--- src/rtl/fifo_burst_reader.sv ---
// ============================================================================
// fifo_burst_reader : drains a fixed-length burst from a FWFT FIFO into a
//                     valid/ready stream through a 2-entry skid buffer.
// Revision 1.0
// ============================================================================
`default_nettype none

module fifo_burst_reader #(
    parameter int DSIZE = 8,
    parameter int LSIZE = 8
) (
    input  logic             rclk,
    input  logic             rrst_n,
    input  logic             start,
    input  logic [LSIZE-1:0] burst_len,
    input  logic             empty,
    input  logic [DSIZE-1:0] rdata,
    output logic             rinc,
    output logic [DSIZE-1:0] dout,
    output logic             dout_valid,
    input  logic             dout_ready,
    output logic             busy,
    output logic             done
);

    typedef enum logic [1:0] {
        IDLE  = 2'd0,
        READ  = 2'd1,
        FLUSH = 2'd2,
        DONE  = 2'd3
    } state_t;

    state_t           state_q, state_d;
    logic [LSIZE-1:0] remaining_q, remaining_d;
    logic [DSIZE-1:0] head_q, head_d;
    logic             head_valid_q, head_valid_d;
    logic [DSIZE-1:0] skid_q, skid_d;
    logic             skid_valid_q, skid_valid_d;
    logic             busy_q, busy_d;
    logic             done_q, done_d;
    logic             w_pop;
    logic             w_hs;

    // Space is judged on start-of-cycle occupancy, so a full skid blocks the
    // pop even when the head is being accepted this cycle.
    assign w_pop = (state_q == READ) && (remaining_q != '0) && !empty
                   && !(head_valid_q && skid_valid_q) && rrst_n;
    assign w_hs  = head_valid_q && dout_ready;

    always_comb begin
        state_d      = state_q;
        remaining_d  = remaining_q;
        head_d       = head_q;
        head_valid_d = head_valid_q;
        skid_d       = skid_q;
        skid_valid_d = skid_valid_q;

        if (w_hs) begin
            if (skid_valid_q) begin
                head_d       = skid_q;
                skid_valid_d = w_pop;
                if (w_pop) begin
                    skid_d = rdata;
                end
            end else begin
                head_valid_d = w_pop;
                if (w_pop) begin
                    head_d = rdata;
                end
            end
        end else if (w_pop) begin
            if (!head_valid_q) begin
                head_d       = rdata;
                head_valid_d = 1'b1;
            end else begin
                skid_d       = rdata;
                skid_valid_d = 1'b1;
            end
        end

        case (state_q)
            IDLE: begin
                if (start) begin
                    remaining_d = burst_len;
                    state_d     = (burst_len == '0) ? DONE : READ;
                end
            end
            READ: begin
                if (w_pop) begin
                    remaining_d = remaining_q - LSIZE'(1);
                    if (remaining_q == LSIZE'(1)) begin
                        state_d = FLUSH;
                    end
                end
            end
            FLUSH: begin
                if (!head_valid_d && !skid_valid_d) begin
                    state_d = DONE;
                end
            end
            default: begin
                state_d = IDLE;
            end
        endcase

        busy_d = (state_d == READ) || (state_d == FLUSH);
        done_d = (state_d == DONE);
    end

    always_ff @(posedge rclk) begin
        if (!rrst_n) begin
            state_q      <= IDLE;
            remaining_q  <= '0;
            head_q       <= '0;
            head_valid_q <= 1'b0;
            skid_q       <= '0;
            skid_valid_q <= 1'b0;
            busy_q       <= 1'b0;
            done_q       <= 1'b0;
        end else begin
            state_q      <= state_d;
            remaining_q  <= remaining_d;
            head_q       <= head_d;
            head_valid_q <= head_valid_d;
            skid_q       <= skid_d;
            skid_valid_q <= skid_valid_d;
            busy_q       <= busy_d;
            done_q       <= done_d;
        end
    end

    assign rinc       = w_pop;
    assign dout       = head_q;
    assign dout_valid = head_valid_q;
    assign busy       = busy_q;
    assign done       = done_q;

endmodule

`default_nettype wire

--- config.mk ---
export PLATFORM = sky130hd
export DESIGN_NAME = fifo_burst_reader
export DESIGN_NICKNAME = d
export VERILOG_FILES = /design/src/rtl/fifo_burst_reader.sv
export SDC_FILE = /design/constraint.sdc
export NUM_CORES = 1
export LEC_CHECK = 0
export ABC_AREA = 1
export CORE_MARGIN = 1
export CORE_UTILIZATION = 40
export CTS_CLUSTER_SIZE = 16
export DETAILED_ROUTE_END_ITERATION = 10
export GPL_ROUTABILITY_DRIVEN = 1
export SYNTH_ARGS = -nofsm -noshare
export SYNTH_HDL_FRONTEND = slang
export SYNTH_SLANG_ARGS = --single-unit
--- constraint.sdc ---
create_clock -name rclk -period 1.9 [get_ports rclk]
set_input_delay 0.285 -clock rclk [delete_from_list [all_inputs] [get_ports rclk]]
set_output_delay 0.285 -clock rclk [all_outputs]
set_load 0.02 [all_outputs]
==> results.cfg, run 1 <==
[outcome]
status = finished, final reports clean

[setup_path]
slowest_delay_ns = 0.32
path_max_fanout = 3
path_cells = inv_1, ha_4, nand2_2, nor2_2, nand2_2, nand2_4, inv_4, clkdlybuf4s15_1
end_kind = output pin
crit_slowest_cell = dfxtp_2
reg2reg_depth = 14
crit_start = remaining_q[0]
cp-endpoint = rinc
crit_required_ns = 1.62
timing.rr.end = busy
cp.arrival_ns = 1.49
r2r-start = remaining_q[1]
reg2reg_setup_slack_ns = 0.14
startpoint_type = flop
cp_common_cell = nand2_2
criticalPathCategory = flop to output pin

[synth]
avgSynthCellArea_um2 = 6.65
yosysSeqAreaShare = 0.367
ys_ff_latch = 30
yosys.cell_types.count = 26
synthFlopType = dfxtp_1
ys_top_cells_by_area = dfxtp_1 37%, nand2_1 14%, nand3_1 8.0%
ys_warn_count = 0
synth_top_cell_by_area = dfxtp_1
synthTopCellsByCount = 61 x nand2_1, 30 x dfxtp_1, 27 x inv_1, 26 x nand3_1, 26 x nor2_1
synth_area_um2 = 1640
syn_nets = 270
yosysMostFrequentCell = nand2_1
syn_inst = 246
synth.top_cell.area_share = 0.367
synth_edf_count = 0
async_flop_share = 0

[timing]
worst_slew_pin_slew_ns = 0.303
finalHoldViolCount = 0
rsz0062_at_grt = false
max_freq_mhz = 564
relSlewSlack = 0.796
period_share = 0.933
clock_skew_ns = 0.00626
slew_violations = 0
worst_slack_ns = 0.128
fin_crit_ns = 1.77
setup_viol_count_final = 0

[floorplan]
die_width_um = 65.9
dieArea_um2 = 4350
core_um2 = 3800
rows = 22
pin_count = 33
start_util = 0.431
die_height_um = 65.9

[placement]
placedCellCount = 334
gp_congestion = 0.775
port_buffers = 32
place_hpwl_mm = 2.84
pre_cts_slack_ns = -0.136

[grt]
grt_max_degree = 26
grt_usage = 0.195
grt_pass1_vias = 1454
grt_overflow_total = 0
antenna_found_initial = 0
grt_pass1_wl_mm = 6.44

[finish]
multiInputGateArea_um2 = 882
n_antenna_cell = 0
drive_above_1_share = 0.173
post_layout_nonfiller_instances = 342
layout.nets = 318
seq_area_um2 = 603
final.fill_count = 393
flow.area_growth_from_synthesis_pct = 37.0

[flow_run]
drv_cap = 0

[cts]
ctsHoldBuffers = 0
cts_buffers = 5
cts_tree = built
clkTransAtPathRegs_ns = 0.07
clock-sinks = 30
clockBufferDepth = 2
htreeDepth = 2
clock-root-buffer = clkbuf_8
clk_latency_ns = 0.28

[power_and_ir_drop]
p_switching_w = 0.000466
p_total_w = 0.00172
ir_worst_vdd_mv = 0.498
combPwrFrac = 0.217
swShare = 0.271
power_frac_clock = 0.384
internal_power_w = 0.00125
power_density_nw_per_um2 = 766
leakage_nw = 0.948
power_frac_seq = 0.399

[min_path]
hold_path.class = flop to flop
hold_depth = 2

[detailed_routing]
drcViolationCount = 0
avgViaCountPerCell = 4.72
ant_nets = 0
post_drt_wl_per_cell_um = 11.1
initialDrtViolationCount = 72
first_pass_iters = 4
finalWirelength_mm = 3.81
num_vias = 1615
-- stage by stage --
step / hold WS (ns) / area, µm² / TNS [ns] / util
floorplan: 0.441 / 1640 / 0 / -
global placement: 0.450 / 2100 / -0.246 / 0.553
detailed placement: 0.455 / 2100 / -0.272 / 0.553
CTS: 0.466 / 2210 / 0 / 0.582
global route: 0.487 / 2240 / 0 / 0.590
finish: 0.459 / 2240 / 0 / 0.590
-- power groups by stage --
| stage | sequential [W] | clock (W) | combinational [W] |
|---|---|---|---|
| detailed placement | 0.000697 | 0 | 0.000357 |
| global placement | 0.000697 | 0 | 0.000354 |
| global route | 0.000689 | 0.000701 | 0.000420 |
| CTS | 0.000683 | 0.000664 | 0.000358 |
| finish | 0.000685 | 0.000658 | 0.000373 |
| floorplan | 0.000703 | 0 | 0.000213 |
-- routing by layer --
metal  routed length, µm  track usage  up-vias
li1                    -            -      878
met1                1990        0.266      707
met2                1670        0.304       26
met3                 115       0.0414        4
met4                  37       0.0638        0
met5                   0            0        -
-- how the worst min path moves through the flow --
stage	from	to	slack [ns]
CTS	skid_q[1]	skid_q[1]	0.47
detailed placement	skid_q[1]	skid_q[1]	0.46
global route	skid_q[1]	skid_q[1]	0.49
global placement	skid_q[7]	skid_q[7]	0.45
floorplan	skid_q[0]	skid_q[0]	0.44
finish	skid_q[0]	skid_q[0]	0.46
-- flip-flops by register name, indices dropped and copies added, names as in the netlist --
register,count
dout,8
remaining_q,8
skid_q,8
state_q,2
busy,1
done,1
dout_valid,1
skid_valid_q,1
-- placed cells by master (no fill, tap or decap), drive strengths merged, types with 2 or more instances in the layout --
master and n:
inv 33, o21ai 21, nor3 2, clkdlybuf4s50 31
dfxtp 30, buf 16, nand3 29, nand2 68
a21oi 22, nor2 29, ha 3, clkbuf 6
-- worst max-delay path: cells and delay by family (launching register included) --
family	cells	cell delay, ns
flip-flops	1	0.32
buffers and inverters	3	0.39
AND/OR/NAND/NOR	4	0.34
adder cells (fa/ha/maj)	1	0.15
-- cells by family (layout without fill, tap and decap cells) --
logic type	after synthesis	after routing	share of synthesized area
AOI/OAI and AO/OA	45	45	0.148
adders and majority gates	3	3	0.0230
DFF	30	30	0.367
buffers and inverters	40	88	0.103
and+or+nand+nor	128	128	0.359
-- cell type report --
class                           instances  area share
Timing Repair Buffer                   48       0.204
Clock buffer                            6      0.0369
Multi-Input combinational cell        176       0.394
Sequential cell                        30       0.269
Tap cell                               48      0.0268
Inverter                               33      0.0564
Clock inverter                          1      0.0134
-- what timing repair did --
item | CTS | global route
buffers inserted | 0 | 1
hold endpoints to repair | 0 | 0
resized for setup | 1 | 8
endpoints found under the setup margin | 1 | 2
pin swaps | 0 | 2
Power figures use the tool's default switching activity.
==> inputs of run 2 (changes only) <==
--- a/config.mk
+++ b/config.mk
@@ -11,6 +11,7 @@
 export CTS_CLUSTER_SIZE = 16
 export DETAILED_ROUTE_END_ITERATION = 10
 export GPL_ROUTABILITY_DRIVEN = 1
+export PLACE_DENSITY_LB_ADDON = 0.05
 export SYNTH_ARGS = -nofsm -noshare
 export SYNTH_HDL_FRONTEND = slang
 export SYNTH_SLANG_ARGS = --single-unit
==> run 2 against run 1 <==
Net effect: clock skew decreased by 0.0019 ns; hold slack improved by 0.0015 ns; power decreased by 9.5%; register-to-register slack got worse by 0.02 ns; global-route usage decreased by 0.57 points; sequential share of layout area increased by 0.51 points; setup slack got worse by 0.017 ns; highest routed layer unchanged; final cell count unchanged; non-clock buffer count decreased by 1; sequential cell count unchanged.
==> results.cfg, run 2 (synthesis gave the netlist of run 1 again) <==
[cts]
clk_latency_ns = 0.27
clockBufferDepth = 2
clock-root-buffer = clkbuf_8
htreeDepth = 2
cts_tree = built
cts_buffers = 5
clkTransAtPathRegs_ns = 0.06
clock-sinks = 30
postCtsSetupBuffers = 0
ctsHoldBuffers = 0

[floorplan]
core_um2 = 3800
die_width_um = 65.9
dieArea_um2 = 4350
start_util = 0.431
pin_count = 33
die_height_um = 65.9
rows = 22

[grt]
grt_overflow_total = 0
grt_max_degree = 26
grt_usage = 0.189
grt_pass1_wl_mm = 6.37
grt_pass1_vias = 1488
antenna_found_initial = 0

[power_and_ir_drop]
internal_power_w = 0.00111
combPwrFrac = 0.226
ir_worst_vdd_mv = 0.481
p_switching_w = 0.000445
swShare = 0.286
leakage_nw = 0.930
power_frac_seq = 0.440
power_frac_clock = 0.334
power_density_nw_per_um2 = 708

[setup_path]
timing.rr.end = busy
criticalPathCategory = flop to output pin
reg2reg_setup_slack_ns = 0.12
startpoint_type = flop
reg2reg_depth = 14
cp.arrival_ns = 1.50
path_max_fanout = 3
crit_required_ns = 1.62
r2r-start = remaining_q[1]
end_kind = output pin

[detailed_routing]
drcViolationCount = 0
first_pass_iters = 4
ant_nets = 0
post_drt_wl_per_cell_um = 10.6
initialDrtViolationCount = 93
finalWirelength_mm = 3.64
num_vias = 1596
avgViaCountPerCell = 4.67

[finish]
final_common_cell = nand2_1
drive_above_1_share = 0.160
flow.area_growth_from_synthesis_pct = 34.2
final.fill_count = 399
post_layout_nonfiller_instances = 342
layout_common_cells = 61 x nand2_1, 31 x clkdlybuf4s50_1, 29 x dfxtp_1
layout.nets = 317
n_antenna_cell = 0

[placement]
pre_cts_slack_ns = -0.127
placedCellCount = 334
place_hpwl_mm = 2.70
port_buffers = 32
gp_congestion = 0.820

[outcome]
status = finished, final reports clean

[timing]
clock_skew_ns = 0.00432
fin_crit_ns = 1.79
setup_viol_count_final = 0
rsz0062_at_grt = true
max_freq_mhz = 559
relSlewSlack = 0.810
period_share = 0.942
worst_slack_ns = 0.111
slew_violations = 0
worst_slew_pin_slew_ns = 0.283
finalHoldViolCount = 0

[flow_run]
drv_cap = 0

[min_path]
hold_path.class = flop to flop
hold_depth = 2
hp-start = skid_q[4]
whs_endpoint = skid_q[4]
-- run 2: worst max-delay path, cell delays in order (launching register included) --
cell             delay, ns
dfxtp_1               0.31
inv_1                 0.07
ha_2                  0.18
nand2_1               0.06
nor2_2                0.11
nand2_2               0.10
nand2_4               0.08
inv_4                 0.03
clkdlybuf4s15_1       0.27
-- run 2: layout make-up --
| type | instances | area (µm²) | share of cell area |
|---|---|---|---|
| clock inverter | 1 | 5.00 | 0.00228 |
| inverter | 33 | 126 | 0.0576 |
| sequential | 30 | 602 | 0.274 |
| timing repair buffer | 47 | 445 | 0.203 |
| clock buffer | 7 | 86.3 | 0.0393 |
| multi-input combinational | 176 | 870 | 0.396 |
| tap | 48 | 60.1 | 0.0274 |
-- run 2: how the worst max path moves through the flow --
stage | cells past startpoint | startpoint | endpoint | slack, ns
finish | 8 | remaining_q[1] | rinc | 0.11
floorplan | 13 | remaining_q[0] | busy | 0.18
global placement | 6 | rrst_n | rinc | -0.13
detailed placement | 6 | rrst_n | rinc | -0.13
CTS | 8 | remaining_q[1] | rinc | 0.05
global route | 14 | remaining_q[1] | busy | -0.005
-- run 2: power by group through the flow --
| stage | registers (W) | clock network, W | logic, W |
|---|---|---|---|
| after global placement | 0.000696 | 0 | 0.000353 |
| final | 0.000684 | 0.000519 | 0.000351 |
| after CTS | 0.000682 | 0.000541 | 0.000354 |
| after floorplan | 0.000703 | 0 | 0.000213 |
| after global routing | 0.000687 | 0.000565 | 0.000400 |
| after detailed placement | 0.000696 | 0 | 0.000353 |
-- run 2: what timing repair did --
item,CTS,global route
resized for setup,1,3
setup endpoints to repair,1,2
pin swaps,0,2
-- run 2: layer usage --
layer | routed length, µm | vias up | track usage
li1 | - | 874 | -
met1 | 1940 | 685 | 0.261
met2 | 1520 | 35 | 0.293
met3 | 153 | 2 | 0.0466
met4 | 25 | 0 | 0.0479
met5 | 0 | - | 0
-- run 2: through the flow --
step            util  cell area (µm²)   TNS, ns  total power (W)  hold WS [ns]
6_report       0.578             2190         0          0.00155         0.461
5_1_grt        0.578             2190  -0.00540          0.00165         0.482
4_1_cts        0.576             2190         0          0.00158         0.464
3_5_place_dp   0.553             2100    -0.286          0.00105         0.455
3_3_place_gp   0.553             2100    -0.277          0.00105         0.450
2_1_floorplan      -             1640         0         0.000916         0.441
